[src/rtl/lsu_pkg.sv]
// Shared definitions for the memory-stage load/store controller.
// Holds the funct3 encodings, the response error codes and the FSM state type.
package lsu_pkg;

    localparam logic [2:0] LB  = 3'b000;
    localparam logic [2:0] LH  = 3'b001;
    localparam logic [2:0] LW  = 3'b010;
    localparam logic [2:0] LBU = 3'b100;
    localparam logic [2:0] LHU = 3'b101;
    localparam logic [2:0] SB  = 3'b000;
    localparam logic [2:0] SH  = 3'b001;
    localparam logic [2:0] SW  = 3'b010;

    typedef enum logic [1:0] {
        ERR_NONE     = 2'b00,
        ERR_MISALIGN = 2'b01,
        ERR_ILLEGAL  = 2'b10,
        ERR_TIMEOUT  = 2'b11
    } rsp_err_e;

    typedef enum logic [1:0] {
        IDLE = 2'b00,
        REQ  = 2'b01,
        WAIT = 2'b10,
        RESP = 2'b11
    } lsu_state_e;

endpackage

[src/rtl/lsu_strobe_gen.sv]
// Combinational decode of an access: byte strobe, lane-replicated store data
// and the illegal/misaligned classification.
module lsu_strobe_gen
    import lsu_pkg::*;
(
    input  logic        we,
    input  logic [2:0]  funct3,
    input  logic [1:0]  addr_lo,
    input  logic [31:0] wdata,
    output logic [3:0]  strobe,
    output logic [31:0] wdata_rep,
    output rsp_err_e    err
);

    logic illegal;
    logic misaligned;

    always_comb begin
        strobe    = 4'b0000;
        wdata_rep = wdata;
        case (funct3[1:0])
            2'b00: begin
                strobe    = 4'b0001 << addr_lo;
                wdata_rep = {4{wdata[7:0]}};
            end
            2'b01: begin
                strobe    = addr_lo[1] ? 4'b1100 : 4'b0011;
                wdata_rep = {2{wdata[15:0]}};
            end
            2'b10: begin
                strobe    = 4'b1111;
                wdata_rep = wdata;
            end
            default: begin
                strobe    = 4'b0000;
                wdata_rep = wdata;
            end
        endcase
    end

    // Stores have no unsigned variants, so any funct3[2]=1 store is illegal.
    always_comb begin
        if (we) begin
            illegal = funct3[2] | (funct3[1:0] == 2'b11);
        end else begin
            illegal = (funct3 == 3'b011) | (funct3[2:1] == 2'b11);
        end
        misaligned = ((funct3[1:0] == 2'b01) & addr_lo[0]) |
                     ((funct3[1:0] == 2'b10) & (addr_lo != 2'b00));
    end

    always_comb begin
        err = ERR_NONE;
        if (illegal) begin
            err = ERR_ILLEGAL;
        end else if (misaligned) begin
            err = ERR_MISALIGN;
        end
    end

endmodule

[src/rtl/lsu_ctrl.sv]
// Memory-stage load/store controller: accepts one access at a time, runs the
// req/gnt + rvalid bus handshake and returns the raw word with a one-cycle pulse.
module lsu_ctrl
    import lsu_pkg::*;
#(
    parameter int unsigned TIMEOUT = 16,
    parameter int unsigned CNT_W   = 5
) (
    input  logic        clk,
    input  logic        rst_n,
    input  logic        req_valid,
    output logic        req_ready,
    input  logic        req_we,
    input  logic [2:0]  req_funct3,
    input  logic [31:0] req_addr,
    input  logic [31:0] req_wdata,
    output logic        mem_req,
    input  logic        mem_gnt,
    output logic        mem_we,
    output logic [31:0] mem_addr,
    output logic [3:0]  mem_be,
    output logic [31:0] mem_wdata,
    input  logic        mem_rvalid,
    input  logic [31:0] mem_rdata,
    output logic        rsp_valid,
    output logic [31:0] rsp_rdata,
    output logic [3:0]  rsp_strobe,
    output logic [2:0]  rsp_funct3,
    output logic [1:0]  rsp_err,
    output logic        busy
);

    localparam logic [CNT_W-1:0] TMO_LAST = CNT_W'(TIMEOUT - 1);

    lsu_state_e       state_q, state_d;
    logic [CNT_W-1:0] cnt_q, cnt_d;
    logic             we_q, we_d;
    logic [2:0]       funct3_q, funct3_d;
    logic [29:0]      waddr_q, waddr_d;
    logic [31:0]      wdata_q, wdata_d;
    logic [3:0]       strobe_q, strobe_d;
    rsp_err_e         err_q, err_d;
    logic [31:0]      rdata_q, rdata_d;

    logic [3:0]       gen_strobe;
    logic [31:0]      gen_wdata;
    rsp_err_e         gen_err;

    lsu_strobe_gen u_strobe_gen (
        .we        (req_we),
        .funct3    (req_funct3),
        .addr_lo   (req_addr[1:0]),
        .wdata     (req_wdata),
        .strobe    (gen_strobe),
        .wdata_rep (gen_wdata),
        .err       (gen_err)
    );

    always_ff @(posedge clk or negedge rst_n) begin
        if (!rst_n) begin
            state_q  <= IDLE;
            cnt_q    <= '0;
            we_q     <= 1'b0;
            funct3_q <= '0;
            waddr_q  <= '0;
            wdata_q  <= '0;
            strobe_q <= '0;
            err_q    <= ERR_NONE;
            rdata_q  <= '0;
        end else begin
            state_q  <= state_d;
            cnt_q    <= cnt_d;
            we_q     <= we_d;
            funct3_q <= funct3_d;
            waddr_q  <= waddr_d;
            wdata_q  <= wdata_d;
            strobe_q <= strobe_d;
            err_q    <= err_d;
            rdata_q  <= rdata_d;
        end
    end

    always_comb begin
        state_d   = state_q;
        cnt_d     = cnt_q;
        we_d      = we_q;
        funct3_d  = funct3_q;
        waddr_d   = waddr_q;
        wdata_d   = wdata_q;
        strobe_d  = strobe_q;
        err_d     = err_q;
        rdata_d   = rdata_q;
        req_ready = 1'b0;
        mem_req   = 1'b0;
        rsp_valid = 1'b0;

        unique case (state_q)
            IDLE: begin
                req_ready = 1'b1;
                if (req_valid) begin
                    we_d     = req_we;
                    funct3_d = req_funct3;
                    waddr_d  = req_addr[31:2];
                    wdata_d  = gen_wdata;
                    strobe_d = gen_strobe;
                    err_d    = gen_err;
                    rdata_d  = '0;
                    state_d  = (gen_err != ERR_NONE) ? RESP : REQ;
                end
            end
            REQ: begin
                mem_req = 1'b1;
                if (mem_gnt) begin
                    if (we_q) begin
                        state_d = RESP;
                    end else begin
                        state_d = WAIT;
                        cnt_d   = '0;
                    end
                end
            end
            WAIT: begin
                // rvalid is checked first so a late-but-in-time response beats the timeout.
                if (mem_rvalid) begin
                    rdata_d = mem_rdata;
                    state_d = RESP;
                end else if (cnt_q == TMO_LAST) begin
                    err_d   = ERR_TIMEOUT;
                    rdata_d = '0;
                    state_d = RESP;
                end else begin
                    cnt_d = cnt_q + CNT_W'(1);
                end
            end
            RESP: begin
                rsp_valid = 1'b1;
                state_d   = IDLE;
            end
            default: begin
                state_d = IDLE;
            end
        endcase
    end

    // Bus and response fields are forced to zero outside the states that own them.
    assign mem_we     = mem_req & we_q;
    assign mem_addr   = mem_req ? {waddr_q, 2'b00} : 32'h0;
    assign mem_be     = mem_req ? strobe_q : 4'b0000;
    assign mem_wdata  = (mem_req && we_q) ? wdata_q : 32'h0;

    assign rsp_rdata  = rsp_valid ? rdata_q : 32'h0;
    assign rsp_strobe = rsp_valid ? strobe_q : 4'b0000;
    assign rsp_funct3 = rsp_valid ? funct3_q : 3'b000;
    assign rsp_err    = rsp_valid ? err_q : ERR_NONE;

    assign busy       = (state_q != IDLE);

endmodule

[config.mk]
export PLATFORM = sky130hd
export DESIGN_NAME = lsu_ctrl
export DESIGN_NICKNAME = d
export VERILOG_FILES = /design/src/rtl/lsu_pkg.sv /design/src/rtl/lsu_strobe_gen.sv /design/src/rtl/lsu_ctrl.sv
export SDC_FILE = /design/constraint.sdc
export NUM_CORES = 1
export LEC_CHECK = 0
export BUFFER_PORTS_ARGS = -buffer_cell sky130_fd_sc_hd__buf_2
export CAP_MARGIN = 20
export CORE_MARGIN = 5
export CORE_UTILIZATION = 49
export CTS_BUF_LIST = sky130_fd_sc_hd__clkbuf_16
export DETAILED_ROUTE_END_ITERATION = 12
export PLACE_DENSITY = 0.8
export SYNTH_ARGS = -nofsm -noshare
export SYNTH_HDL_FRONTEND = slang
export SYNTH_SLANG_ARGS = --single-unit
export TNS_END_PERCENT = 30
[constraint.sdc]
create_clock -name clk -period 2.6 [get_ports clk]
set_input_delay 0.39 -clock clk [delete_from_list [all_inputs] [get_ports clk]]
set_output_delay 0.39 -clock clk [all_outputs]
set_load 0.05 [all_outputs]
# Yosys cells after proc, flatten, opt, wreduce, memory -nomap -nowiden
# Index checks and enable logic that the tools add are counted.
# classes
n_shift	1
reduce_logical	13
bitwise_logic	6
add_sub_neg	1
eq_ne	16
n_mux	35
# ops
op	n
2-to-1 mux 32 bit	6
case mux 32 bit (2 select lines)	2
2-to-1 mux 5 bit	4
2-to-1 mux 2 bit	9
2-to-1 mux 4 bit	3
!= test 2 bit, second input constant	6
case mux 4 bit (3 select lines)	1
equality test 2 bit, second input constant	5
case mux 5 bit (2 select lines)	1
nonzero test 2 bit	5
case mux 2 bit (4 select lines)	1
2-to-1 mux 1 bit	6
AND reduction 3 bit	2
adder 5 x 1 -> 5 bit, second input constant	1
equality test 5 x 4 -> 1 bit, second input constant	1
AND reduction 5 bit	1
equality test 2 x 1 -> 1 bit, second input constant	2
logical NOT 2 bit	2
case mux 2 bit (2 select lines)	1
AND reduction 4 bit	1
<< shifter 1 x 2 -> 4 bit, first input constant	1
AND 1 bit	3
equality test 3 x 2 -> 1 bit, second input constant	1
2-to-1 mux 3 bit	1
other kinds (4)	6
# totals
inputBits	105
register_bits	111
word_cells	81
out_inout_bits	114

# Longest topological paths before layout
# depth
word_depth	9
ltp_mapped	9
depth_no_buf	7

# By module
# From an unflattened synthesis, not the netlist that was laid out.
# hier_totals
hier_cells	549
hier_area_um2	5779.3
# modules_own_cells
module	cells_each	n_inst	area_each_um2	seq_area_each_um2
lsu_ctrl	475	1	5231.3	2777.7
lsu_strobe_gen	74	1	548.0	0.0

# Worst setup path after synthesis
# No wires, ideal clock.
# synth_path
kind	reg-to-output
startpoint	register state_q[1]
endpoint	output mem_addr[31]
arrival_time_ns	1.984
required_time_ns	2.210
stages_incl_launch_ff	6
setup_slack_ns	0.226
path_cell_list	dfrtp_1 -> inv_1 -> ha_1 -> clkbuf_1 -> clkbuf_1 -> and2_1
# synth_via
elab_chain_len	3
# synth_rtl
item	line_no	text
from (decl)	lsu_ctrl.sv:35	lsu_state_e state_q, state_d;
from (signal assigned)	lsu_ctrl.sv:71	state_q <= state_d;
equality test 2 x 1 -> 1 bit	lsu_ctrl.sv:97	unique case (state_q)
2-to-1 mux 1 bit	lsu_ctrl.sv:97	
named net mem_req	lsu_ctrl.sv:17	output logic mem_req,
2-to-1 mux 32 bit	lsu_ctrl.sv:147	assign mem_addr = mem_req ? {waddr_q, 2'b00} : 32'h0;
to (decl)	lsu_ctrl.sv:20	output logic [31:0] mem_addr,
# The timed path passes the listed nets, and every way through them passes these cells.

# Worst setup path in the final report
# layout_path
startpoint	register state_q[1]
endpoint	output mem_wdata[31]
# layout_via
elab_chain_len	4
# layout_rtl
item	line_no	text
equality test 2 x 1 -> 1 bit	lsu_ctrl.sv:97	
2-to-1 mux 1 bit	lsu_ctrl.sv:97	
logical AND 1 bit	lsu_ctrl.sv:149	assign mem_wdata = (mem_req && we_q) ? wdata_q : 32'h0;
2-to-1 mux 32 bit	lsu_ctrl.sv:149	
to (decl)	lsu_ctrl.sv:22	output logic [31:0] mem_wdata,
# Every way passes these cells.

==> key figures <==
Setup path
  • Crit path arrival time: 1.92 ns
  • Critical Path Slowest Stage Cell: dfrtp_1
  • Cell Chain, Critical Path: inv_1 > ha_4 > buf_12 > and3_1 > buf_2
  • Critical Path Source Type: flop
  • CP Class: reg2out
  • CP required: 2.21 ns
  • Critical path peak fanout: 40
  • CP endpoint kind: primary output
  • Max stage delay on crit path: 0.42 ns

Route
  • 1st-pass router iterations: 4
  • WL per Instance: 16.71 µm
  • Drt via density: 5.287
  • Vias: 4,822
  • Antenna viol nets, final: 0
  • Drt initial violations: 430
  • Drt drc: 0
  • Post-detailed-routing wire length: 15,240 µm

Run
  • Max Cap Viol: 0

Pwr
  • Clk pwr share: 16.5%
  • Leak: 3.958 nW
  • Comb power frac: 49.9%
  • Worst VDD drop: 0.0007901 V
  • Internal power: 4.657 mW
  • Power, Total: 8.807 mW
  • Register share of total power: 33.6%
  • NetSw: 4.150 mW
  • Sw Ratio: 47.12%
  • Pwr/cell area: 1245 nW/µm²

Synthesis
  • Ys async rst share: 100.0%
  • Distinct cell type count after synthesis: 35
  • Ys flop type: dfrtp_1
  • Number of synthesized register bits: 111
  • Synth warnings: 0
  • Syn Inst Count: 572
  • Avg Cell Area, Syn: 9.714 µm²
  • Sequential share of the synthesized area: 49.99%
  • Synth top area share: 49.99%
  • Dominant cell type by area after synthesis: dfrtp_1
  • Cell Area, Synth: 5557 µm²
  • EDFF count, synth: 0
  • Synth top area cells: dfrtp_1, and2_1, mux2_2

Die
  • CORE AREA: 10,980 µm²
  • Die width: 116.5 µm
  • Die footprint: 13,570 µm²
  • Initial core utilization: 50.59%
  • DIE HEIGHT: 116.5 µm
  • I/O Pins: 219
  • Row cnt: 38

GRT
  • Gr usage total: 23.09%
  • Antenna violations before repair: 0
  • GRT Residual Overflow: 0
  • First-pass GRT wire length: 24,580 µm
  • Largest net degree at the start of global routing: 56
  • Number of global-route vias before repair: 5,067

STA
  • Min Tclk post-route: 2.314 ns
  • Worst-Margin Slew: 0.9233 ns
  • Fmax: 0.4321 GHz
  • Setup TNS: 0 ns
  • Setup violations, final: 0
  • Slew margin rel.: 38.45%
  • Clk_skew: 0.004696 ns
  • Worst Slack Setup Final: 0.2856 ns
  • Unrepaired setup endpoints after global routing: no
  • Final-report hold violation count: 0
  • Slew Viols, Final: 0
  • Fin crit share: 89.02%

Final layout
  • Multi-input gate area: 2557 µm²
  • Fill cell count: 897
  • Sequential cell area: 2778 µm²
  • Layout net count: 878
  • Fin cells: 912
  • Share of post-route cells with drive strength above 1: 37.95%
  • Layout area overhead: 27.31%
  • N_diodes: 0

Placed design
  • Placer Congestion: 0.8371
  • Placed Cells: 895
  • Pre-CTS WS: 0.4841 ns
  • PortBufs: 216
  • Final HPWL DP: 11,290 µm

Clock network
  • Clk Latency, worst-skew pair: 0.34 ns
  • Postcts setup bufs: 0
  • Root Buffer Master: clkbuf_16
  • H-tree Lvls: 3
  • Max Buffers Root-to-Sink: 2
  • CTS Buf Count: 9
  • CTS tree: built
  • CTS sink cnt: 111
  • CTS clk-pin slew, worst paths: 0.07 ns

Worst hold path
  • Hold Path Class: in2reg

Run status
  • Outcome: finished clean
## final timing paths
check,startpoint,to,slack [ns],cells past startpoint
setup / recovery,state_q[1]$_DFFE_PN0P_,mem_wdata[31],0.29,5
hold / removal,mem_rdata[26],rdata_q[26]$_DFFE_PN0P_,0.26,3
setup reg to reg,state_q[0]$_DFFE_PN0P_,rdata_q[24]$_DFFE_PN0P_,0.40,6
hold reg to reg,rdata_q[26]$_DFFE_PN0P_,rdata_q[26]$_DFFE_PN0P_,0.46,2
max in group asynchronous,rst_n,funct3_q[1]$_DFFE_PN0P_,1.37,3
min in group asynchronous,rst_n,rdata_q[9]$_DFFE_PN0P_,0.52,2
## critical path: cells and delay by family (launching register included)
kind | cells | cell delay [ns]
fa+ha+maj | 1 | 0.34
simple gates | 1 | 0.18
flops | 1 | 0.42
buf+inv | 3 | 0.63
## power groups by stage
stage	combinational (mW)	clock (mW)	sequential, mW
6_report	4.40	1.45	2.96
5_1_grt	4.76	1.56	3.06
4_1_cts	4.43	1.49	2.95
3_5_place_dp	4.42	0	2.98
3_3_place_gp	4.30	0	2.92
2_1_floorplan	3.48	0	2.77
## Yosys cell counts (all sizes together), types with 6 or more instances
cell type    n
and3        33
o21ai       37
dfrtp      111
nor2        17
clkbuf      23
mux2        42
ha           6
nand3       33
and2        77
buf         22
mux2i       25
inv         10
nand2       98
a21oi       16
## per-stage QoR
| step | hold slack [ns] | util, % | area (µm²) |
|---|---|---|---|
| after detailed placement | 0.3420 | 61.38 | 6741 |
| after floorplan | 0.09441 | - | 5560 |
| final | 0.2633 | 64.41 | 7074 |
| after global routing | 0.2600 | 64.41 | 7074 |
| after CTS | 0.2488 | 64.32 | 7064 |
| after global placement | 0.3368 | 61.38 | 6741 |
## registers in the layout (all words and copies together), names as in the netlist
name and flops:
err_q 2, we_q 1, waddr_q 30, state_q 2
strobe_q 4, rdata_q 32, funct3_q 3, wdata_q 32
cnt_q 5
## placed cells by master, fill, tap and decap left out, types with 3 or more instances in the layout
cell,synthesis,final
and2_1,77,77
mux2i_1,25,25
and3_1,33,33
mux2_2,42,42
buf_4,3,9
a21oi_1,16,16
buf_12,0,3
nor2_1,16,15
nand3_1,33,33
nand2_1,98,97
clkinv_2,0,4
buf_2,18,215
inv_1,10,10
clkbuf_16,0,9
dfrtp_1,111,111
ha_1,6,5
o21ai_0,37,37
## logic make-up (layout without fill, tap and decap cells)
kind of cell	after synthesis	after routing	synth area share, %
fa+ha+maj	6	6	1.351
other cells	1	2	0.06749
mux	67	67	13.02
simple gates	270	270	24.86
buf+inv	55	254	4.458
compound gates	62	62	6.260
flops	111	111	49.99
## per-layer routing
metal,vias to the layer above,share of wire (%),GRT usage [%]
li1,2286,-,-
met1,2286,39,27.53
met2,227,48,38.98
met3,23,11,7.047
met4,0,2.3,9.435
met5,-,0,0
## timing repair
item / in CTS / in global routing
hold endpoints to repair: 28 / 0
hold buffers: 1 / 0
endpoints found under the setup margin: 0 / 4
gates resized for setup: 0 / 1
## layout make-up
| cell class | instances | share of cell area (%) |
|---|---|---|
| clock buffers | 9 | 3.184 |
| clock inverters | 7 | 1.238 |
| inverters | 10 | 0.5306 |
| multi-input cells | 407 | 36.15 |
| flip-flops and latches | 111 | 39.26 |
| well taps | 140 | 2.476 |
| repair buffers | 228 | 17.16 |
(Power assumes the default switching activity.)
